`config.mk`:
```
export PLATFORM = sky130hd
export DESIGN_NAME = conv_layer_sequencer
export DESIGN_NICKNAME = d
export VERILOG_FILES = /design/src/rtl/conv_pkg.sv /design/src/rtl/seq_watchdog.sv /design/src/rtl/conv_layer_sequencer.sv
export SDC_FILE = /design/constraint.sdc
export NUM_CORES = 1
export LEC_CHECK = 0
export ABC_AREA = 1
export CORE_MARGIN = 1.5
export CORE_UTILIZATION = 43
export CTS_BUF_LIST = sky130_fd_sc_hd__clkbuf_4
export CTS_CLUSTER_SIZE = 10
export DETAILED_ROUTE_END_ITERATION = 8
export PLACE_DENSITY_LB_ADDON = 0.12
export SYNTH_ARGS = -nofsm -noshare
export SYNTH_HDL_FRONTEND = slang
export SYNTH_SLANG_ARGS = --single-unit
```
`constraint.sdc`:
```
create_clock -name clk -period 4 [get_ports clk]
set_clock_uncertainty 0.2 [all_clocks]
set_input_delay 0.8 -clock clk [delete_from_list [all_inputs] [get_ports clk]]
set_output_delay 0.8 -clock clk [all_outputs]
set_load 0.01 [all_outputs]
```
`src/rtl/conv_pkg.sv`:
```
// conv_pkg: shared definitions for the convolution layer sequencer.
//   state_t      - sequencer FSM state encoding
//   kwords()     - weight words per layer: 9*CHANEL*FILTER kernel taps + FILTER biases
//   addr_width() - address width for a memory of the given depth (minimum 1 bit)
//   KWORDS       - weight word count for the default 8-channel, 16-filter layer
package conv_pkg;

   typedef enum logic [2:0] {
      IDLE   = 3'd0,
      LOAD_K = 3'd1,
      WAIT_K = 3'd2,
      STREAM = 3'd3,
      DRAIN  = 3'd4,
      DONE   = 3'd5
   } state_t;

   function automatic int unsigned kwords(input int unsigned chanel, input int unsigned filter);
      return 9 * chanel * filter + filter;
   endfunction

   function automatic int unsigned addr_width(input int unsigned depth);
      return (depth > 1) ? $clog2(depth) : 1;
   endfunction

   localparam int unsigned KWORDS = kwords(8, 16);

endpackage

```
`src/rtl/seq_watchdog.sv`:
```
// seq_watchdog: cycle counter that flags when a wait state has lasted TIMEOUT cycles.
// Only instantiated when CONV_SEQ_TIMEOUT_EN is defined.
// Ports:
//   clk, resetn - clock and asynchronous active-low reset
//   clear       - restart the count from zero (takes priority over enable)
//   enable      - count this cycle
//   expire      - high in the TIMEOUT-th consecutive enabled cycle
module seq_watchdog
   import conv_pkg::*;
#(
   parameter int unsigned TIMEOUT = 1024
) (
   input  logic clk,
   input  logic resetn,
   input  logic clear,
   input  logic enable,
   output logic expire
);

   localparam int unsigned CW = addr_width(TIMEOUT);

   logic [CW-1:0] r_cnt;

   always_ff @(posedge clk or negedge resetn) begin
      if (!resetn) begin
         r_cnt <= '0;
      end else if (clear) begin
         r_cnt <= '0;
      end else if (enable) begin
         r_cnt <= r_cnt + 1'b1;
      end
   end

   assign expire = enable && !clear && (r_cnt == CW'(TIMEOUT - 1));

endmodule

```
`src/rtl/conv_layer_sequencer.sv`:
```
// conv_layer_sequencer: drives one convolution layer pass. On the first pass after reset it
// streams all kernel words from weight memory into the datapath, then streams every pixel
// address; later passes skip the kernel load because the datapath keeps its kernel until reset.
// Optional watchdog on WAIT_K/DRAIN: define CONV_SEQ_TIMEOUT_EN.
// Ports:
//   clk, resetn                  - clock, asynchronous active-low reset
//   start                        - begin a pass (ignored unless idle)
//   wt_rd_en, wt_addr, wt_data   - weight memory read (data one cycle after enable)
//   px_rd_en, px_addr, px_stall  - pixel memory read, stalled while px_stall is high
//   load_kernel, kernel          - kernel word strobe/data to the datapath
//   data_valid_in                - pixel data strobe to the datapath
//   load_kernel_done, done_img   - datapath status
//   busy, done, err              - sequencer status (done/err are 1-cycle pulses)
module conv_layer_sequencer
   import conv_pkg::*;
#(
   parameter int unsigned WIDTH   = 8,
   parameter int unsigned HEIGHT  = 8,
   parameter int unsigned CHANEL  = 8,
   parameter int unsigned FILTER  = 16,
   parameter int unsigned TIMEOUT = 1024,
   localparam int unsigned KA     = addr_width(kwords(CHANEL, FILTER)),
   localparam int unsigned PA     = addr_width(WIDTH * HEIGHT)
) (
   input  logic          clk,
   input  logic          resetn,
   input  logic          start,
   output logic          wt_rd_en,
   output logic [KA-1:0] wt_addr,
   input  logic [31:0]   wt_data,
   output logic          px_rd_en,
   output logic [PA-1:0] px_addr,
   input  logic          px_stall,
   output logic          load_kernel,
   output logic [31:0]   kernel,
   output logic          data_valid_in,
   input  logic          load_kernel_done,
   input  logic          done_img,
   output logic          busy,
   output logic          done,
   output logic          err
);

   localparam int unsigned NWORDS = kwords(CHANEL, FILTER);
   localparam int unsigned NPIX   = WIDTH * HEIGHT;

   state_t        r_state, w_state_next;
   logic [KA-1:0] r_wt_addr;
   logic [PA-1:0] r_px_addr;
   logic          r_kernel_loaded;
   logic          r_img_done;
   logic          r_load_kernel;
   logic          r_data_valid;
   logic          r_err;
   logic          w_wt_last;
   logic          w_px_rd;
   logic          w_px_last;
   logic          w_img_done;
   logic          w_expire;

   assign w_wt_last  = (r_wt_addr == KA'(NWORDS - 1));
   assign w_px_rd    = (r_state == STREAM) && !px_stall;
   assign w_px_last  = (r_px_addr == PA'(NPIX - 1));
   // done_img may arrive before the last pixel read; the latch keeps it for DRAIN.
   assign w_img_done = done_img || r_img_done;

`ifdef CONV_SEQ_TIMEOUT_EN
   logic w_wd_en;

   assign w_wd_en = ((r_state == WAIT_K) && !load_kernel_done) ||
                    ((r_state == DRAIN) && !w_img_done);

   seq_watchdog #(
      .TIMEOUT (TIMEOUT)
   ) u_seq_watchdog (
      .clk    (clk),
      .resetn (resetn),
      .clear  (!w_wd_en),
      .enable (w_wd_en),
      .expire (w_expire)
   );
`else
   // No watchdog built: waits are unbounded and TIMEOUT has no effect.
   assign w_expire = 1'b0 & (TIMEOUT == 0);
`endif

   // State register
   always_ff @(posedge clk or negedge resetn) begin
      if (!resetn) begin
         r_state <= IDLE;
      end else begin
         r_state <= w_state_next;
      end
   end

   // Next-state logic
   always_comb begin
      w_state_next = r_state;
      unique case (r_state)
         IDLE:    if (start) w_state_next = r_kernel_loaded ? STREAM : LOAD_K;
         LOAD_K:  if (w_wt_last) w_state_next = WAIT_K;
         WAIT_K: begin
            if (load_kernel_done) w_state_next = STREAM;
            else if (w_expire)    w_state_next = IDLE;
         end
         STREAM:  if (w_px_rd && w_px_last) w_state_next = DRAIN;
         DRAIN: begin
            if (w_img_done)    w_state_next = DONE;
            else if (w_expire) w_state_next = IDLE;
         end
         DONE:    w_state_next = IDLE;
         default: w_state_next = IDLE;
      endcase
   end

   // Addresses, flags and the one-cycle-delayed datapath strobes
   always_ff @(posedge clk or negedge resetn) begin
      if (!resetn) begin
         r_wt_addr       <= '0;
         r_px_addr       <= '0;
         r_kernel_loaded <= 1'b0;
         r_img_done      <= 1'b0;
         r_load_kernel   <= 1'b0;
         r_data_valid    <= 1'b0;
         r_err           <= 1'b0;
      end else begin
         r_load_kernel <= (r_state == LOAD_K);
         r_data_valid  <= w_px_rd;
         r_err         <= w_expire;

         if (r_state == LOAD_K) begin
            r_wt_addr <= w_wt_last ? '0 : r_wt_addr + 1'b1;
         end

         // Sticky until reset: the datapath kernel counter cannot be rewound.
         if ((r_state == WAIT_K) && load_kernel_done) begin
            r_kernel_loaded <= 1'b1;
         end

         if (w_px_rd && !w_px_last) begin
            r_px_addr <= r_px_addr + 1'b1;
         end else if ((r_state == DONE) || w_expire) begin
            r_px_addr <= '0;
         end

         if ((r_state == STREAM) && done_img) begin
            r_img_done <= 1'b1;
         end else if ((r_state == DONE) || (r_state == IDLE)) begin
            r_img_done <= 1'b0;
         end
      end
   end

   // Outputs
   always_comb begin
      busy          = (r_state != IDLE);
      done          = (r_state == DONE);
      err           = r_err;
      wt_rd_en      = (r_state == LOAD_K);
      wt_addr       = r_wt_addr;
      px_rd_en      = w_px_rd;
      px_addr       = r_px_addr;
      load_kernel   = r_load_kernel;
      kernel        = r_load_kernel ? wt_data : 32'h0;
      data_valid_in = r_data_valid;
   end

endmodule

```
==> results of run 1 <==
==> layout make-up <==
| cell class | count | share of cell area (%) |
|---|---|---|
| timing repair buffer | 92 | 35.00 |
| tap | 48 | 2.282 |
| sequential | 24 | 22.82 |
| multi-input combinational | 159 | 29.91 |
| inverter | 64 | 9.130 |
| clock buffer | 3 | 0.8559 |
==> power breakdown <==
part	switching (mW)	internal, mW	total, mW
Clock	0.0718	0.0353	0.107
Combinational	0.0336	0.0645	0.0981
Sequential	0	0.243	0.243
==> stage by stage <==
stage | instance area (µm²) | util, % | power (mW) | hold WS, ns
floorplan | 1658 | - | 0.2713 | 0.2219
global placement | 2609 | 70.73 | 0.3447 | 0.2364
detailed placement | 2609 | 70.73 | 0.3465 | 0.2403
CTS | 2631 | 71.34 | 0.4550 | 0.2730
global route | 2631 | 71.34 | 0.4677 | 0.3051
finish | 2631 | 71.34 | 0.4478 | 0.2678
==> cell usage in the layout, fill, tap and decap left out <==
| master | count |
|---|---|
| xnor2_1 | 1 |
| nand2_1 | 70 |
| inv_1 | 59 |
| nand3_1 | 24 |
| nand3_2 | 2 |
| nand4_1 | 1 |
| a211oi_1 | 1 |
| or2_0 | 1 |
| o21ai_4 | 1 |
| clkbuf_4 | 3 |
| nor2_2 | 2 |
| nand3b_1 | 1 |
| nand3_4 | 1 |
| a21oi_1 | 3 |
| nor2_1 | 24 |
| o31ai_1 | 1 |
| nor3_1 | 3 |
| nand2_2 | 1 |
| dfrtp_1 | 24 |
| xor2_1 | 3 |
| inv_2 | 5 |
| conb_1 | 1 |
| nor2_4 | 1 |
| o21ai_0 | 6 |
| ha_1 | 2 |
| nor2_8 | 1 |
| clkdlybuf4s50_1 | 92 |
| nand2_4 | 1 |
| o21ai_1 | 5 |
| a31oi_1 | 1 |
| a21oi_2 | 1 |
==> state kept, by name, indices dropped and copies added, names as in the netlist <==
register and flops:
r_kernel_loaded 1, load_kernel 1, r_state 3, data_valid_in 1
px_addr 6, r_img_done 1, wt_addr 11
==> how the worst min path moves through the flow <==
stage	to	slack [ns]	depth (start not counted)
detailed placement	r_kernel_loaded	0.24	2
global placement	r_kernel_loaded	0.24	2
global route	r_kernel_loaded	0.31	2
finish	r_kernel_loaded	0.27	2
CTS	r_kernel_loaded	0.27	2
floorplan	r_kernel_loaded	0.22	2
==> cell families (layout without fill, tap and decap cells) <==
kind of cell | count (synthesis) | after routing
AOI/OAI and AO/OA | 19 | 19
and+or+nand+nor | 133 | 133
buffers and inverters | 69 | 159
DFF | 24 | 24
other | 1 | 1
adders and majority gates | 2 | 2
xor gates and xnor gates | 4 | 4
==> routing by layer <==
layer | wire [µm] | track usage (%) | share of wire (%)
met4 | 69 | 5.990 | 1.6
met2 | 2211 | 40.72 | 50
met1 | 1914 | 25.85 | 43
met3 | 238 | 4.452 | 5.4
met5 | 0 | 0 | 0
==> critical path, stage by stage, from the launching register on <==
cell	delay (ns)
dfrtp_1	0.98
nand2_1	0.12
inv_1	0.09
clkdlybuf4s50_1	0.54
==> impl_metrics.py, run 1 <==
metrics = {
    "global_routing": {
        "track_usage_pct": 22.02,
        "grt_pass1_vias": 1662,
        "grt_max_degree": 34,
        "grt_pass1_wl_um": 7403,
        "antenna_found_initial": 0,
        "gr-total-overflow": 0,
    },
    "hold_path": {
        "worstHoldStart": "r_kernel_loaded",
        "hold_class": "flip-flop to flip-flop",
    },
    "critical_path": {
        "r2r_start": "px_addr[0]",
        "crit_path_start_kind": "flip-flop",
        "worst-path-max-fanout": 33,
        "reg2reg_depth": 9,
        "worstPathRequired_ns": 3.00,
        "startpoint": "load_kernel",
        "critPathKind": "flip-flop to output pin",
        "cp-end-kind": "output pin",
        "endpoint": "kernel[11]",
        "reg2reg_slack_ns": 2.28,
        "regToRegEndpoint": "r_state[1]",
        "cp.arrival_ns": 2.05,
    },
    "synth": {
        "yosys_warnings": 0,
        "ys_seq_area_share_pct": 36.23,
        "synth_edf_count": 0,
        "synth_simple_gate_area_share_pct": 36.60,
        "synth_xor_area_share_pct": 2.113,
        "async_reset_ff_share_pct": 100.0,
        "synth_compound_area_share_pct": 7.019,
        "syn_avg_cell_area_um2": 6.579,
        "synth_cell_type_count": 32,
        "syn_nets": 292,
        "synth.area.top_cells": "dfrtp_1 (36%), nand2_1 (16%), inv_1 (13%), nand3_1 (7.2%), nor2_1 (5.4%)",
        "synth_top_area_share_pct": 36.23,
        "yosysMostFrequentCell": "nand2_1",
        "synth_top_family_by_area": "simple AND/OR/NAND/NOR gates",
        "synth_mux_area_share_pct": 0,
        "ys_ff_latch": 24,
        "synth_top_cells_by_count": "nand2_1 (70), inv_1 (59), dfrtp_1 (24), nand3_1 (24), nor2_1 (24)",
        "syn_area_um2": 1658,
        "syn_inst": 252,
        "synth_top_flop_cell": "dfrtp_1",
        "synth-adder-area-share_pct": 1.509,
        "yosys.area.top_type": "dfrtp_1",
    },
    "timing": {
        "fin_crit_ns": 3.047,
        "grt_setup_unrepaired": "no",
        "fin_tns_setup_ns": 0,
        "final-hold-violation-count": 0,
        "max_slew.worst_pin.slew_ns": 1.071,
        "fin_ws_ns": 0.9531,
        "timing.final.crit_share_pct": 76.17,
        "max_clock_freq_mhz": 328.2,
        "slew_violations": 0,
        "setup_violations": 0,
        "slew_headroom_pct": 28.39,
    },
    "detailed_routing": {
        "wirelength_um": 4433,
        "ant_nets": 0,
        "num_vias": 1773,
        "drt-vias-per-instance": 4.546,
        "drc_errors": 0,
        "routedWlPerCell_um": 11.37,
        "dr.pass1.iters": 4,
        "drt_iter0_drc": 73,
    },
    "placed_design": {
        "pre_cts_ws_ns": 0.9754,
        "gp_congestion": 0.8954,
        "portBuffers": 92,
        "place_inst": 387,
        "hpwl_um": 3593,
    },
    "clocking": {
        "cts_root_buf": "clkbuf_4",
        "cts_max_level": 1,
        "clk_pin_slew_worst_paths_ns": 0.13,
        "post_cts.repair.setup_buffers": 0,
        "clock_latency_ns": 0.32,
        "cts-buffers-inserted": 3,
        "cts_tree": "built",
        "clockBufferDepth": 2,
        "clock-sinks": 24,
        "ctsHoldBuffers": 0,
        "post_cts_resized": 0,
    },
    "cells_and_area": {
        "multi_input_area_um2": 787.0,
        "diodes": 0,
        "num-nets-final": 384,
        "fillers": 323,
        "fin_cells": 390,
        "synthToLayoutAreaGrowth_pct": 58.72,
        "drive_above_1_share_pct": 5.556,
        "seqCellArea_um2": 600.6,
    },
    "run": {
        "cap_violations": 0,
    },
    "power_and_ir_drop": {
        "powerDensity_nw_per_um2": 170.2,
        "power_leakage_nw": 1.407,
        "ir_drop_v": 0.0002098,
    },
    "floorplan": {
        "io_pins": 94,
        "die_h_um": 65.09,
        "fp-row-count": 22,
        "coreArea_um2": 3689,
        "die_x_um": 65.09,
        "start_util_pct": 44.95,
        "die-area_um2": 4237,
    },
    "outcome": {
        "status": "completed",
    },
}
(Power assumes the default switching activity.)
==> run 2, diff against run 1 <==
- CORE_UTILIZATION: 43 -> 36
- clock period: 4 -> 2.6 ns (I/O delays scaled with it)
==> run 2 against run 1 <==
- utilization shrank 10 points
- clock-buffer cell count is the same
- die area grew 19%
- sequential cell count is the same
- wire length shrank 0.59%
- critical endpoint is now px_rd_en
==> impl_metrics.py, run 2 (same netlist as run 1, synthesis figures left out) <==
metrics = {
    "outcome": {
        "status": "completed",
    },
    "cells_and_area": {
        "fin_cells": 398,
        "final_cell_mix": "clkdlybuf4s50_1 (92), nand2_1 (70), inv_1 (59)",
        "synthToLayoutAreaGrowth_pct": 61.06,
        "diodes": 0,
        "postLayoutCellArea_um2": 2670,
        "fillers": 417,
        "drive_above_1_share_pct": 6.936,
        "utilization_pct": 60.90,
        "num-nets-final": 387,
        "largest_register_ffs": 11,
        "final_common_cell": "clkdlybuf4s50_1",
    },
    "timing": {
        "timing.final.crit_share_pct": 95.44,
        "whs_ns": 0.2733,
        "grt_setup_unrepaired": "no",
        "fin_crit_ns": 2.482,
        "final-hold-violation-count": 0,
        "fin_tns_setup_ns": 0,
        "fin_ws_ns": 0.1185,
        "max_clock_freq_mhz": 403.0,
        "setup_violations": 0,
        "slew_violations": 0,
    },
    "detailed_routing": {
        "ant_nets": 0,
        "num_vias": 1770,
        "drt_iter0_drc": 52,
        "routedWlPerCell_um": 11.07,
        "drt-vias-per-instance": 4.447,
        "wirelength_um": 4407,
        "drc_errors": 0,
        "dr.pass1.iters": 4,
    },
    "global_routing": {
        "grt_pass1_vias": 1617,
        "gr-total-overflow": 0,
        "grt_max_degree": 34,
        "grt_pass1_wl_um": 7258,
        "track_usage_pct": 17.52,
        "antenna_found_initial": 0,
    },
    "critical_path": {
        "cp-end-kind": "output pin",
        "crit_path_start_kind": "input port",
        "worst-path-max-fanout": 4,
        "r2r_start": "px_addr[0]",
        "reg2reg_depth": 9,
        "reg2reg_slack_ns": 0.88,
        "worstPathRequired_ns": 1.88,
        "critPathKind": "input port to output pin",
        "regToRegEndpoint": "r_state[2]",
        "cp.arrival_ns": 1.76,
    },
    "hold_path": {
        "whs_path_depth": 2,
        "hold_class": "flip-flop to flip-flop",
        "whs_endpoint": "r_kernel_loaded",
        "worstHoldStart": "r_kernel_loaded",
    },
    "clocking": {
        "ctsHoldBuffers": 0,
        "cts-buffers-inserted": 3,
        "cts_max_level": 1,
        "cts_root_buf": "clkbuf_4",
        "clock_latency_ns": 0.32,
        "clockBufferDepth": 2,
        "cts_tree": "built",
        "clk_pin_slew_worst_paths_ns": 0.13,
        "clock-sinks": 24,
    },
    "placed_design": {
        "portBuffers": 92,
        "place_inst": 394,
        "hpwl_um": 3507,
        "pre_cts_ws_ns": 0.1240,
        "gp_congestion": 0.8666,
        "detailed_place.area_um2": 2636,
    },
    "power_and_ir_drop": {
        "powerDensity_nw_per_um2": 261.1,
        "power.total_uw": 697.1,
        "power_leakage_nw": 1.422,
        "ir_drop_v": 0.0002407,
    },
    "floorplan": {
        "start_util_pct": 37.81,
        "die_h_um": 70.86,
        "die-area_um2": 5021,
        "fp-row-count": 24,
        "die_x_um": 70.86,
        "coreArea_um2": 4384,
        "io_pins": 94,
    },
    "run": {
        "cap_violations": 0,
    },
}
-- run 2: cell types whose count changed in the layout (fill, tap and decap cells not counted), sizes merged --
cell	change
buf	+3
clkinv	+1
-- run 2: worst max path at each step --
stage / startpoint / to / slack [ns] / depth (start not counted)
6_report: px_stall / px_rd_en / 0.12 / 3
5_1_grt: r_state[0] / busy / 0.03 / 5
3_3_place_gp: px_stall / px_rd_en / 0.14 / 3
2_1_floorplan: px_addr[0] / px_addr[0] / 0.99 / 8
4_1_cts: r_state[1] / done / 0.06 / 4
3_5_place_dp: px_stall / px_rd_en / 0.12 / 3
-- run 2: critical path, cell delays in order --
cell	delay [ns]
clkdlybuf4s50_1	0.51
nor2_8	0.18
clkdlybuf4s50_1	0.55
-- run 2: layout make-up --
type	count	area, µm²	share of cell area (%)
Multi-Input combinational cell	159	794.5	29.76
Timing Repair Buffer	95	943.4	35.33
Inverter	64	240.2	8.997
Clock inverter	1	3.754	0.1406
Sequential cell	24	600.6	22.49
Tap cell	52	65.06	2.437
Clock buffer	3	22.52	0.8435
-- run 2: where the power goes --
group          total, mW  switching [mW]  internal [mW]
combinational      0.152          0.0517          0.100
sequential         0.373               0          0.373
clock              0.172           0.115         0.0562
total              0.697           0.167          0.530
-- run 2: timing repair --
action | in CTS | in global routing
buffers inserted | 0 | 0
endpoints found under the setup margin | 0 | 2
resized for setup | 0 | 2
-- run 2: per-layer routing --
layer	vias up	routed length, µm	global-route usage, %	share of wire [%]
met1	770	1821	20.70	41
met2	55	2295	32.71	52
met5	-	0	0	0
met4	0	24	2.935	0.54
li1	943	-	-	-
met3	2	265	3.989	6.0
==> run 3, diff against run 2 <==
- CORE_UTILIZATION: 36 -> 25
==> run 3 against run 2 <==
- clock power hardly changed
- sequential share of layout area is 0.25 points lower
- critical path depth is 2 higher
- sequential cell count stayed put
- die area is 42% higher
- via count is 0.45% higher
- wire length is 3.6% higher
- non-clock buffer count is 1 higher
- utilization is 19 points lower
- critical path type is now flip-flop to output pin
- largest power group unchanged
==> impl_metrics.py, run 3 (same netlist as run 1, synthesis figures left out) <==
metrics = {
    "cells_and_area": {
        "synthToLayoutAreaGrowth_pct": 62.87,
        "multi_input_area_um2": 789.5,
        "largest_register_ffs": 11,
        "fillers": 652,
        "num-nets-final": 388,
        "final_cell_mix": "clkdlybuf4s50_1 (92), nand2_1 (70), inv_1 (59)",
        "diodes": 0,
        "final_common_cell": "clkdlybuf4s50_1",
        "utilization_pct": 42.28,
        "seqCellArea_um2": 600.6,
        "drive_above_1_share_pct": 6.936,
        "postLayoutCellArea_um2": 2700,
    },
    "critical_path": {
        "cp-end-kind": "output pin",
        "reg2reg_slack_ns": 0.87,
        "crit_path_start_kind": "flip-flop",
        "cp.arrival_ns": 1.75,
        "worst-path-max-fanout": 5,
        "reg2reg_depth": 8,
        "critPathKind": "flip-flop to output pin",
        "regToRegEndpoint": "px_addr[0]",
        "worstPathRequired_ns": 1.88,
        "r2r_start": "px_addr[0]",
    },
    "hold_path": {
        "worstHoldStart": "r_kernel_loaded",
        "hold_class": "flip-flop to flip-flop",
        "whs_endpoint": "r_kernel_loaded",
        "whs_path_depth": 2,
    },
    "detailed_routing": {
        "drc_errors": 0,
        "drt_iter0_drc": 66,
        "routedWlPerCell_um": 10.80,
        "wirelength_um": 4567,
        "dr.pass1.iters": 4,
        "drt-vias-per-instance": 4.203,
        "ant_nets": 0,
        "num_vias": 1778,
    },
    "power_and_ir_drop": {
        "clock_power_share_pct": 25.0,
        "ir_drop_v": 0.0002660,
        "sw_frac_of_total_pct": 24.54,
        "powerDensity_nw_per_um2": 259.2,
        "p_sw_uw": 171.8,
        "p_int_uw": 528.1,
        "comb_power_share_pct": 21.7,
        "power_frac_seq_pct": 53.3,
        "power_leakage_nw": 1.424,
    },
    "clocking": {
        "cts_max_level": 1,
        "clock_latency_ns": 0.32,
        "clk_pin_slew_worst_paths_ns": 0.14,
        "post_cts.repair.setup_buffers": 0,
        "cts-buffers-inserted": 3,
        "ctsHoldBuffers": 0,
        "clockBufferDepth": 2,
        "cts_tree": "built",
        "cts_root_buf": "clkbuf_4",
        "clock-sinks": 24,
    },
    "placed_design": {
        "hpwl_um": 3620,
        "gp_congestion": 0.7944,
        "pre_cts_ws_ns": 0.1312,
        "portBuffers": 92,
        "detailed_place.area_um2": 2675,
    },
    "global_routing": {
        "antenna_found_initial": 0,
        "track_usage_pct": 12.79,
        "grt_pass1_wl_um": 7452,
        "grt_max_degree": 34,
        "gr-total-overflow": 0,
        "grt_pass1_vias": 1599,
    },
    "outcome": {
        "status": "completed",
    },
    "timing": {
        "slew_violations": 0,
        "grt_setup_unrepaired": "no",
        "final-hold-violation-count": 0,
        "max_clock_freq_mhz": 404.2,
        "fin_ws_ns": 0.1260,
        "whs_ns": 0.2717,
        "timing.final.crit_share_pct": 95.15,
        "setup_violations": 0,
        "fin_tns_setup_ns": 0,
        "fin_crit_ns": 2.474,
    },
    "floorplan": {
        "start_util_pct": 25.96,
        "die-area_um2": 7129,
        "fp-row-count": 29,
        "coreArea_um2": 6386,
        "die_x_um": 84.44,
        "die_h_um": 84.44,
        "io_pins": 94,
    },
    "run": {
        "cap_violations": 0,
    },
}
==> run 3: power by group through the flow <==
stage / sequential [mW] / clock (mW) / combinational, mW
2_1_floorplan: 0.380 / 0 / 0.0370
3_3_place_gp: 0.380 / 0 / 0.153
3_5_place_dp: 0.380 / 0 / 0.153
4_1_cts: 0.373 / 0.185 / 0.154
5_1_grt: 0.374 / 0.202 / 0.165
6_report: 0.373 / 0.175 / 0.152
==> run 3: worst max-delay path, cell delays in order, from the launching register on <==
cell and delay, ns:
dfrtp_1 0.51, nand2_1 0.10, inv_2 0.09, nand2_4 0.07
nor2_8 0.11, clkdlybuf4s50_1 0.55
==> run 3: metrics by stage <==
stage	total power, mW	std cells
3_3_place_gp	0.5333	420
2_1_floorplan	0.4175	252
3_5_place_dp	0.5338	420
4_1_cts	0.7130	423
5_1_grt	0.7405	423
6_report	0.6999	423
==> run 3: worst max path at each step <==
stage / startpoint / endpoint / slack (ns) / cells after the start
CTS: r_state[0] / busy / 0.08 / 5
global placement: px_stall / px_rd_en / 0.14 / 3
global route: r_state[0] / px_rd_en / 0.02 / 5
detailed placement: px_stall / px_rd_en / 0.13 / 3
floorplan: px_addr[0] / px_addr[0] / 0.99 / 8
finish: r_state[0] / px_rd_en / 0.13 / 5
==> run 3: what timing repair did <==
item	in CTS	in global routing
resized for setup	0	1
endpoints found under the setup margin	0	1
endpoints found under the hold margin	0	0
==> run 3: layout make-up <==
class                           count  area share, %
Timing Repair Buffer               96          35.22
Multi-Input combinational cell    159          29.24
Sequential cell                    24          22.24
Inverter                           64          8.897
Tap cell                           77          3.568
Clock buffer                        3         0.8341
==> run 3: routing by layer <==
metal  routed length [µm]  GRT usage (%)  vias to the layer above
met1                 2127          16.21                      770
met5                    0              0                        -
li1                     -              -                      941
met3                  379          3.835                        2
met2                 2037          21.89                       65
met4                   22          2.199                        0
